===== src/rtl/rc_pkg.sv =====
// rtl/rc_pkg.sv - shared constants, state type and raw-value helper for the RC PWM channel decoder
package rc_pkg;

    localparam int MIN_TICKS = 40;
    localparam int SPAN      = 40;
    localparam int REJ_LO    = 32;
    localparam int REJ_HI    = 88;

    typedef enum logic [1:0] {
        WAIT_LOW = 2'd0,
        IDLE     = 2'd1,
        MEASURE  = 2'd2
    } rc_state_e;

    // Width in ticks to stick position 0..SPAN, clamped at both ends.
    function automatic logic [7:0] rc_raw(input logic [7:0] w);
        logic [7:0] d;
        d = w - 8'(MIN_TICKS);
        if (w < 8'(MIN_TICKS)) begin
            return 8'd0;
        end else if (d > 8'(SPAN)) begin
            return 8'(SPAN);
        end else begin
            return d;
        end
    endfunction

endpackage


===== src/rtl/rc_tick_prescaler.sv =====
// rtl/rc_tick_prescaler.sv - CLK_DIV cycle prescaler with synchronous clear and one-cycle tick
module rc_tick_prescaler #(
    parameter int CLK_DIV = 1250
) (
    input  logic clk,
    input  logic rst_n,
    input  logic i_clr,
    output logic o_tick
);

    localparam int CW = (CLK_DIV > 1) ? $clog2(CLK_DIV) : 1;

    logic [CW-1:0] r_cnt;
    logic          w_last;

    assign w_last = (r_cnt == CW'(CLK_DIV - 1));

    always_ff @(posedge clk or negedge rst_n) begin
        if (!rst_n) begin
            r_cnt <= '0;
        end else if (i_clr || w_last) begin
            r_cnt <= '0;
        end else begin
            r_cnt <= r_cnt + CW'(1);
        end
    end

    assign o_tick = w_last && !i_clr;

endmodule


===== src/rtl/rc_pwm_channel_decoder.sv =====
// rtl/rc_pwm_channel_decoder.sv - RC receiver pulse-width decoder with timeout failsafe
// Optional output averaging with the previous accepted value: RC_DECODER_AVG_EN.
module rc_pwm_channel_decoder
    import rc_pkg::*;
#(
    parameter int CLK_DIV        = 1250,
    parameter int FAILSAFE_VALUE = 20,
    parameter int TIMEOUT_TICKS  = 1000
) (
    input  logic       clk,
    input  logic       rst_n,
    input  logic       pwm_in,
    output logic [7:0] stick_value,
    output logic       value_valid,
    output logic       signal_lost
);

    localparam int TW = $clog2(TIMEOUT_TICKS + 1);
    localparam logic [7:0] FAILSAFE = 8'(FAILSAFE_VALUE);

    // Synchronizer resets high so a pulse in progress at reset looks like one that already started.
    logic r_sync1, r_sync2, r_sync_d;
    logic w_rise, w_fall;

    always_ff @(posedge clk or negedge rst_n) begin
        if (!rst_n) begin
            r_sync1  <= 1'b1;
            r_sync2  <= 1'b1;
            r_sync_d <= 1'b1;
        end else begin
            r_sync1  <= pwm_in;
            r_sync2  <= r_sync1;
            r_sync_d <= r_sync2;
        end
    end

    assign w_rise = r_sync2 && !r_sync_d;
    assign w_fall = !r_sync2 && r_sync_d;

    rc_state_e r_state, w_state_next;
    logic      w_clr_presc;
    logic      w_eval;
    logic      w_tick;

    rc_tick_prescaler #(
        .CLK_DIV(CLK_DIV)
    ) u_prescaler (
        .clk   (clk),
        .rst_n (rst_n),
        .i_clr (w_clr_presc),
        .o_tick(w_tick)
    );

    always_ff @(posedge clk or negedge rst_n) begin
        if (!rst_n) begin
            r_state <= WAIT_LOW;
        end else begin
            r_state <= w_state_next;
        end
    end

    always_comb begin
        w_state_next = r_state;
        w_clr_presc  = 1'b0;
        w_eval       = 1'b0;
        case (r_state)
            WAIT_LOW: begin
                if (!r_sync2) begin
                    w_state_next = IDLE;
                end
            end
            IDLE: begin
                if (w_rise) begin
                    w_state_next = MEASURE;
                    w_clr_presc  = 1'b1;
                end
            end
            MEASURE: begin
                if (w_fall) begin
                    w_state_next = IDLE;
                    w_eval       = 1'b1;
                end
            end
            default: w_state_next = WAIT_LOW;
        endcase
    end

    logic [7:0] r_width;

    always_ff @(posedge clk or negedge rst_n) begin
        if (!rst_n) begin
            r_width <= 8'd0;
        end else if (w_clr_presc) begin
            r_width <= 8'd0;
        end else if (r_state == MEASURE && w_tick && r_width != 8'hFF) begin
            r_width <= r_width + 8'd1;
        end
    end

    logic       w_accept;
    logic [7:0] w_raw;
    logic [7:0] w_out;
    logic       w_timeout_hit;
    logic [TW-1:0] r_timeout;

    assign w_accept      = w_eval && (r_width >= 8'(REJ_LO)) && (r_width <= 8'(REJ_HI));
    assign w_raw         = rc_raw(r_width);
    assign w_timeout_hit = w_tick && (r_timeout == TW'(TIMEOUT_TICKS - 1));

    // Counter parks at TIMEOUT_TICKS so the failsafe event fires once per loss.
    always_ff @(posedge clk or negedge rst_n) begin
        if (!rst_n) begin
            r_timeout <= '0;
        end else if (w_accept) begin
            r_timeout <= '0;
        end else if (w_tick && r_timeout != TW'(TIMEOUT_TICKS)) begin
            r_timeout <= r_timeout + TW'(1);
        end
    end

`ifdef RC_DECODER_AVG_EN
    logic [7:0] r_prev_raw;
    logic [8:0] w_sum;

    assign w_sum = {1'b0, w_raw} + {1'b0, r_prev_raw};
    assign w_out = w_sum[8:1];

    always_ff @(posedge clk or negedge rst_n) begin
        if (!rst_n) begin
            r_prev_raw <= FAILSAFE;
        end else if (w_accept) begin
            r_prev_raw <= w_raw;
        end else if (w_timeout_hit) begin
            r_prev_raw <= FAILSAFE;
        end
    end
`else
    assign w_out = w_raw;
`endif

    logic [7:0] r_stick;
    logic       r_valid;
    logic       r_lost;

    always_ff @(posedge clk or negedge rst_n) begin
        if (!rst_n) begin
            r_stick <= FAILSAFE;
            r_valid <= 1'b0;
            r_lost  <= 1'b1;
        end else begin
            r_valid <= w_accept;
            if (w_accept) begin
                r_stick <= w_out;
                r_lost  <= 1'b0;
            end else if (w_timeout_hit) begin
                r_stick <= FAILSAFE;
                r_lost  <= 1'b1;
            end
        end
    end

    assign stick_value = r_stick;
    assign value_valid = r_valid;
    assign signal_lost = r_lost;

endmodule


===== config.mk =====
export PLATFORM = sky130hd
export DESIGN_NAME = rc_pwm_channel_decoder
export DESIGN_NICKNAME = d
export VERILOG_FILES = /design/src/rtl/rc_pkg.sv /design/src/rtl/rc_tick_prescaler.sv /design/src/rtl/rc_pwm_channel_decoder.sv
export SDC_FILE = /design/constraint.sdc
export NUM_CORES = 1
export LEC_CHECK = 0
export BUFFER_PORTS_ARGS = -buffer_cell sky130_fd_sc_hd__buf_2
export CAP_MARGIN = 20
export CORE_AREA = 2 2 89 91
export CTS_CLUSTER_SIZE = 20
export DETAILED_ROUTE_END_ITERATION = 16
export DIE_AREA = 0 0 91 93
export GPL_TIMING_DRIVEN = 0
export PLACE_DENSITY_LB_ADDON = 0.12
export SETUP_SLACK_MARGIN = 0.5
export SLEW_MARGIN = 15
export SYNTH_ARGS = -nofsm -noshare
export SYNTH_HDL_FRONTEND = slang
export SYNTH_HIERARCHICAL = 1
export SYNTH_SLANG_ARGS = --single-unit

===== constraint.sdc =====
create_clock -name clk -period 4.6 [get_ports clk]
set_input_delay 0.23 -clock clk [delete_from_list [all_inputs] [get_ports clk]]
set_output_delay 0.23 -clock clk [all_outputs]
set_load 0.005 [all_outputs]

# == After elaboration in Yosys (flattened, before gate mapping) ==
# Index checks and enable logic that the tools add are counted.
# totals
ff_bits,44
latch_bits,0
mem_bits_rw,0
rom_bits,0
input_bits,3
out_inout_bits,10
word_cells,64
memories,0
# op_classes
addsub,4
n_mul,0
div,0
n_lt_le_gt_ge,4
n_eq_ne,9
n_shift,0
mux,19
bitwise,0
reduce_logical,18
# ops
cell,n
two-way mux 8 bit,6
two-way mux 10 bit,2
"adder 11 x 1 -> 11 bit, second input constant",1
"== test 11 bit, second input constant",1
two-way mux 11 bit,1
"adder 10 x 1 -> 10 bit, second input constant",1
"== test 10 bit, second input constant",1
"inequality test 10 bit, second input constant",1
logical AND 1 bit,9
"adder 8 x 1 -> 8 bit, second input constant",1
"greater-or-equal comparator 8 x 6 -> 1 bit, second input constant",1
"greater-than comparator 8 x 6 -> 1 bit, second input constant",1
"<= comparator 8 x 7 -> 1 bit, second input constant",1
"less-than comparator 8 x 6 -> 1 bit, second input constant",1
"inequality test 8 bit, second input constant",1
"subtractor 8 x 6 -> 8 bit, second input constant",1
two-way mux 1 bit,6
two-way mux 2 bit,3
"inequality test 2 bit, second input constant",3
case mux 2 bit (3 select lines),1
nonzero test 2 bit,3
logical NOT 1 bit,3
AND reduction 3 bit,1
"== test 2 x 1 -> 1 bit, second input constant",1
other kinds (3),3

# == Logic depth before layout (Yosys ltp) ==
# logic_depth
word_depth,10
mapped_depth,9
mapped_depth_nobuf,9

# == Hierarchy ==
# Netlist, hierarchy kept.
# modules_own_cells
module,instances,cells_each,area_per_inst_um2,seq_area_each_um2
rc_pwm_channel_decoder,1,171,1686.6,833.3
rc_tick_prescaler,1,54,559.3,275.3

# == Worst setup path before layout ==
# Ideal clock, no wire load.
# synth_path
path_type,flip-flop to flip-flop
from,register r_sync_d
to,register r_width[7]
setup_ps,123
arrival_ps,2297
required_time_ps,4477
slack_ps,2180
path_stages_with_launch,9
path_buffers,0
period_less_slack_ps,2420
cell_sequence,dfstp_2 > nand4bb_1 > inv_1 > nor4bb_1 > nand3b_1 > a41oi_1 > nand3_1 > xor2_1 > nor2_1
# synth_between
elab_chain_cells,9
word_cells_on_any_way,10
classes_between,mux (3); reduce/logical (7)
# synth_rtl
item,line_no,source
from (decl),rc_pwm_channel_decoder.sv:22,"logic r_sync1, r_sync2, r_sync_d;"
from (signal assigned),rc_pwm_channel_decoder.sv:33,r_sync_d <= r_sync2;
logical NOT 1 bit,rc_pwm_channel_decoder.sv:37,assign w_rise = r_sync2 && !r_sync_d;
logical AND 1 bit,rc_pwm_channel_decoder.sv:37,
two-way mux 1 bit,rc_pwm_channel_decoder.sv:73,if (w_rise) begin
two-way mux 1 bit,rc_pwm_channel_decoder.sv:66,case (r_state)
named net w_clr_presc,rc_pwm_channel_decoder.sv:41,logic w_clr_presc;
logical NOT 1 bit,rc_tick_prescaler.sv:28,assign o_tick = w_last && !i_clr;
logical AND 1 bit,rc_tick_prescaler.sv:28,
named net w_tick,rc_pwm_channel_decoder.sv:43,logic w_tick;
logical AND 1 bit (2 in a row),rc_pwm_channel_decoder.sv:95,end else if (r_state == MEASURE && w_tick && r_width != 8'hFF) begin
nonzero test 2 bit (no source line),--,
to (signal assigned),rc_pwm_channel_decoder.sv:96,r_width <= r_width + 8'd1;
to (decl),rc_pwm_channel_decoder.sv:88,logic [7:0] r_width;
# The timed path passes the listed nets, and every way through them passes these cells.
# A chain may end at the register's enable or synchronous reset.

# == Worst setup path in the final report ==
# Same ends and word-level chain as after synthesis.

==> impl_results.md <==
- Skew final: 0.0117 ns
- WS Path Type: reg2reg
- DRC: 0
- Cell taking the most area after synthesis: dfrtp_1
- Primary FF master, synth: dfrtp_1
- Worst path slowest cell: nor4bb_1
- Pwr Total: 0.786 mW
- Max Freq: 323 MHz
- Dpl cell area: 2430 sq um
- Max Cap Viol: 0
- CTS Hold Bufs: 0
- Final setup viols: 0
- Reg2reg setup slack: 1.50 ns
- Sequential cell area fraction in the yosys report: 49.4%
- RD Place Congestion: 0.782
- GRT overflow: 0
- Syn Area/Cell: 9.98 sq um
- Die area: 8460 sq um
- Crit-path max cell delay: 0.74 ns
- Starting density of the core: 29.8%
- Max-slew violations: 0
- Post-synth top cells: dfrtp_1 (38), nor2_1 (31), nand2_1 (15)
- Worst slew margin: 45.1%
- Combinational power share: 9.9%
- Critical Path RT: 4.83 ns
- Chip height: 93 microns
- Total negative slack: 0 ns
- Placed insts: 339
- Antenna violations before repair: 0
- Setup Fix Bufs, Post-CTS: 0
- Num rows: 32
- Clock share of power: 33.5%
- Nets@finish: 258
- Synth Instances: 225
- Syn. warnings: 6
- Internal power consumption: 0.569 mW
- Final Hold Slack: 0.0277 ns
- Slew @ Worst Pin: 0.813 ns
- Cell variety after synth: 44
- N_diodes: 0
- Worst vdd rail ir drop: 0.000141 V
- Final Non-Filler Cells: 349
- RSZ-0062 raised after global routing: false
- Die width: 91 microns
- Cts repair resizes: 0
- DR iter-0 viols: 80
- Share of flip-flops with an asynchronous set or reset: 100%
- I/O Buffers: 12
- Min-delay worst type: in2reg
- Drt pass-1 iters: 4
- I/O pin cnt: 13
- Pwr/cell area: 307 nW/um^2
- CP max FO: 8
- Ratio of cells with drive above 1 in the final layout: 15.4%
- Synth top area share: 42.3%
- Via density: 4.62
- Core Box Area: 7530 sq um
- CTS Buffer Depth: 2
- Seq pwr share: 56.6%
- Pleak: 1.12 nW
- DRT Wirelength: 4420 microns
- Count leader, synth: dfrtp_1
- Endpoint type of the worst setup path: flip-flop
- Outcome: finished, final reports clean
- Flops & latches, synth: 44
- Minimum clock period: 3.10 ns
- Number of synthesized flops with an enable pin: 0
- Final hold viol count: 0
- Area contributors post-synth: dfrtp_1 (42%), dfstp_2 (7.0%), nor2_1 (5.2%), ha_1 (5.0%), xor2_1 (4.3%)
- Vias: 1613
- CP Data Arrival Time: 3.33 ns
- First-pass GRT wire length: 7890 microns
- CTS Buf Count: 5
- Clock root cell: clkbuf_8
- GR Util All Layers: 11.5%
- Post-DR wirelength/cell: 12.7 microns
- Area grow syn2layout: 14.0%
- Net load switching power: 0.217 mW
- CP cell instances: nand4bb_1 > inv_1 > nor4bb_1 > nand3b_1 > a41oi_1 > nand3_1 > xor2_1 > nor2_1
- Hpwl dp: 3040 microns
- H-tree level count: 2
- Clock Latency Late Sink: 0.30 ns
- Final ANT Viol Nets: 0
- CTS sink cnt: 44
- CP startpoint kind: flip-flop
- CTS tree: yes
- CTS clk-pin slew, worst paths: 0.08 ns
- Final instance area: 2560 sq um
- Mapped Area: 2250 sq um
- Tcrit/Tclk final: 67.4%
- Syn_nets: 237
- Vias in the first global route: 1615
- Largest net degree at the start of global routing: 45
- Switching share of power: 27.6%
==> final timing paths <==
path / cells after the start / to / startpoint
max: 8 / r_width[7]$_DFFE_PN0P_ / r_sync_d$_DFF_PN1_
min: 1 / r_sync1$_DFF_PN1_ / pwm_in
max reg2reg: 8 / r_width[7]$_DFFE_PN0P_ / r_sync_d$_DFF_PN1_
min reg2reg: 0 / r_sync2$_DFF_PN1_ / r_sync1$_DFF_PN1_
max in group asynchronous: 3 / r_sync_d$_DFF_PN1_ / rst_n
min in group asynchronous: 2 / r_timeout[7]$_DFFE_PN0P_ / rst_n
==> worst max-delay path: cells and delay by family, from the launching register on <==
family | cells | cell delay (ns)
compound gates | 1 | 0.61
buf+inv | 1 | 0.19
flops | 1 | 0.54
xor+xnor | 1 | 0.18
simple gates | 5 | 1.50
==> state kept, by name, summed over array words and instances, names as in the netlist <==
| signal | cells |
|---|---|
| u_prescaler/r_cnt | 11 |
| r_timeout | 10 |
| r_width | 8 |
| stick_value | 8 |
| r_state | 2 |
| r_sync1 | 1 |
| r_sync2 | 1 |
| r_sync_d | 1 |
| signal_lost | 1 |
| value_valid | 1 |
==> through the flow <==
| step | util, % | worst slack (ns) |
|---|---|---|
| 5_1_grt | 34.0 | 1.11 |
| 4_1_cts | 33.6 | 1.38 |
| 3_3_place_gp | 32.3 | 1.42 |
| 6_report | 34.0 | 1.50 |
| 2_1_floorplan | - | 2.18 |
| 3_5_place_dp | 32.3 | 1.42 |
==> area by class of cell <==
cell class                      instances  area (sq um)
Tap cell                              102           128
Inverter                               10          37.5
Clock inverter                          2          15.0
Timing Repair Buffer                   14          90.1
Multi-Input combinational cell        164          1070
Fill cell                             807          4970
Clock buffer                            6          82.6
Sequential cell                        44          1110
Buffer                                  7          30.0
==> layout by cell type (no fill, tap or decap), drive strengths merged, types with 3 or more instances in the layout <==
master  synthesis  routed
ha              9       9
and2            3       3
inv            10      10
clkbuf          4      10
nor3            3       3
dfrtp          38      38
nand2b          3       3
o31ai           5       5
dfstp           6       6
xnor2           4       4
nand4           6       6
nor2           31      31
mux2i           4       4
buf             3      16
or4             3       3
xor2           11      11
nand3          10      10
o21ai           9       9
or3             5       5
nand2          15      15
and3            5       5
a21oi          14      14
==> power groups by stage <==
stage / registers (mW) / logic (mW) / clock network [mW]
2_1_floorplan: 0.447 / 0.0558 / 0
3_3_place_gp: 0.454 / 0.0765 / 0
3_5_place_dp: 0.454 / 0.0765 / 0
4_1_cts: 0.446 / 0.0772 / 0.275
5_1_grt: 0.451 / 0.0915 / 0.289
6_report: 0.445 / 0.0775 / 0.264
==> cell families after synthesis <==
family	Yosys count	share of synthesized area, %
adders and majority gates	9	5.01
buffers and inverters	17	3.01
and+or+nand+nor	96	23.1
AOI/OAI and AO/OA	40	11.9
muxes	4	1.78
xor gates and xnor gates	15	5.85
DFF	44	49.4
==> per-layer routing <==
metal / vias up / GRT usage [%] / share of wire (%)
met2: 26 / 18.3 / 45
met3: 4 / 2.50 / 4.1
met5: - / 0 / 0
li1: 827 / - / -
met4: 0 / 3.41 / 1.0
met1: 756 / 15.8 / 50
No activity file was read; power rests on OpenSTA's default activity.
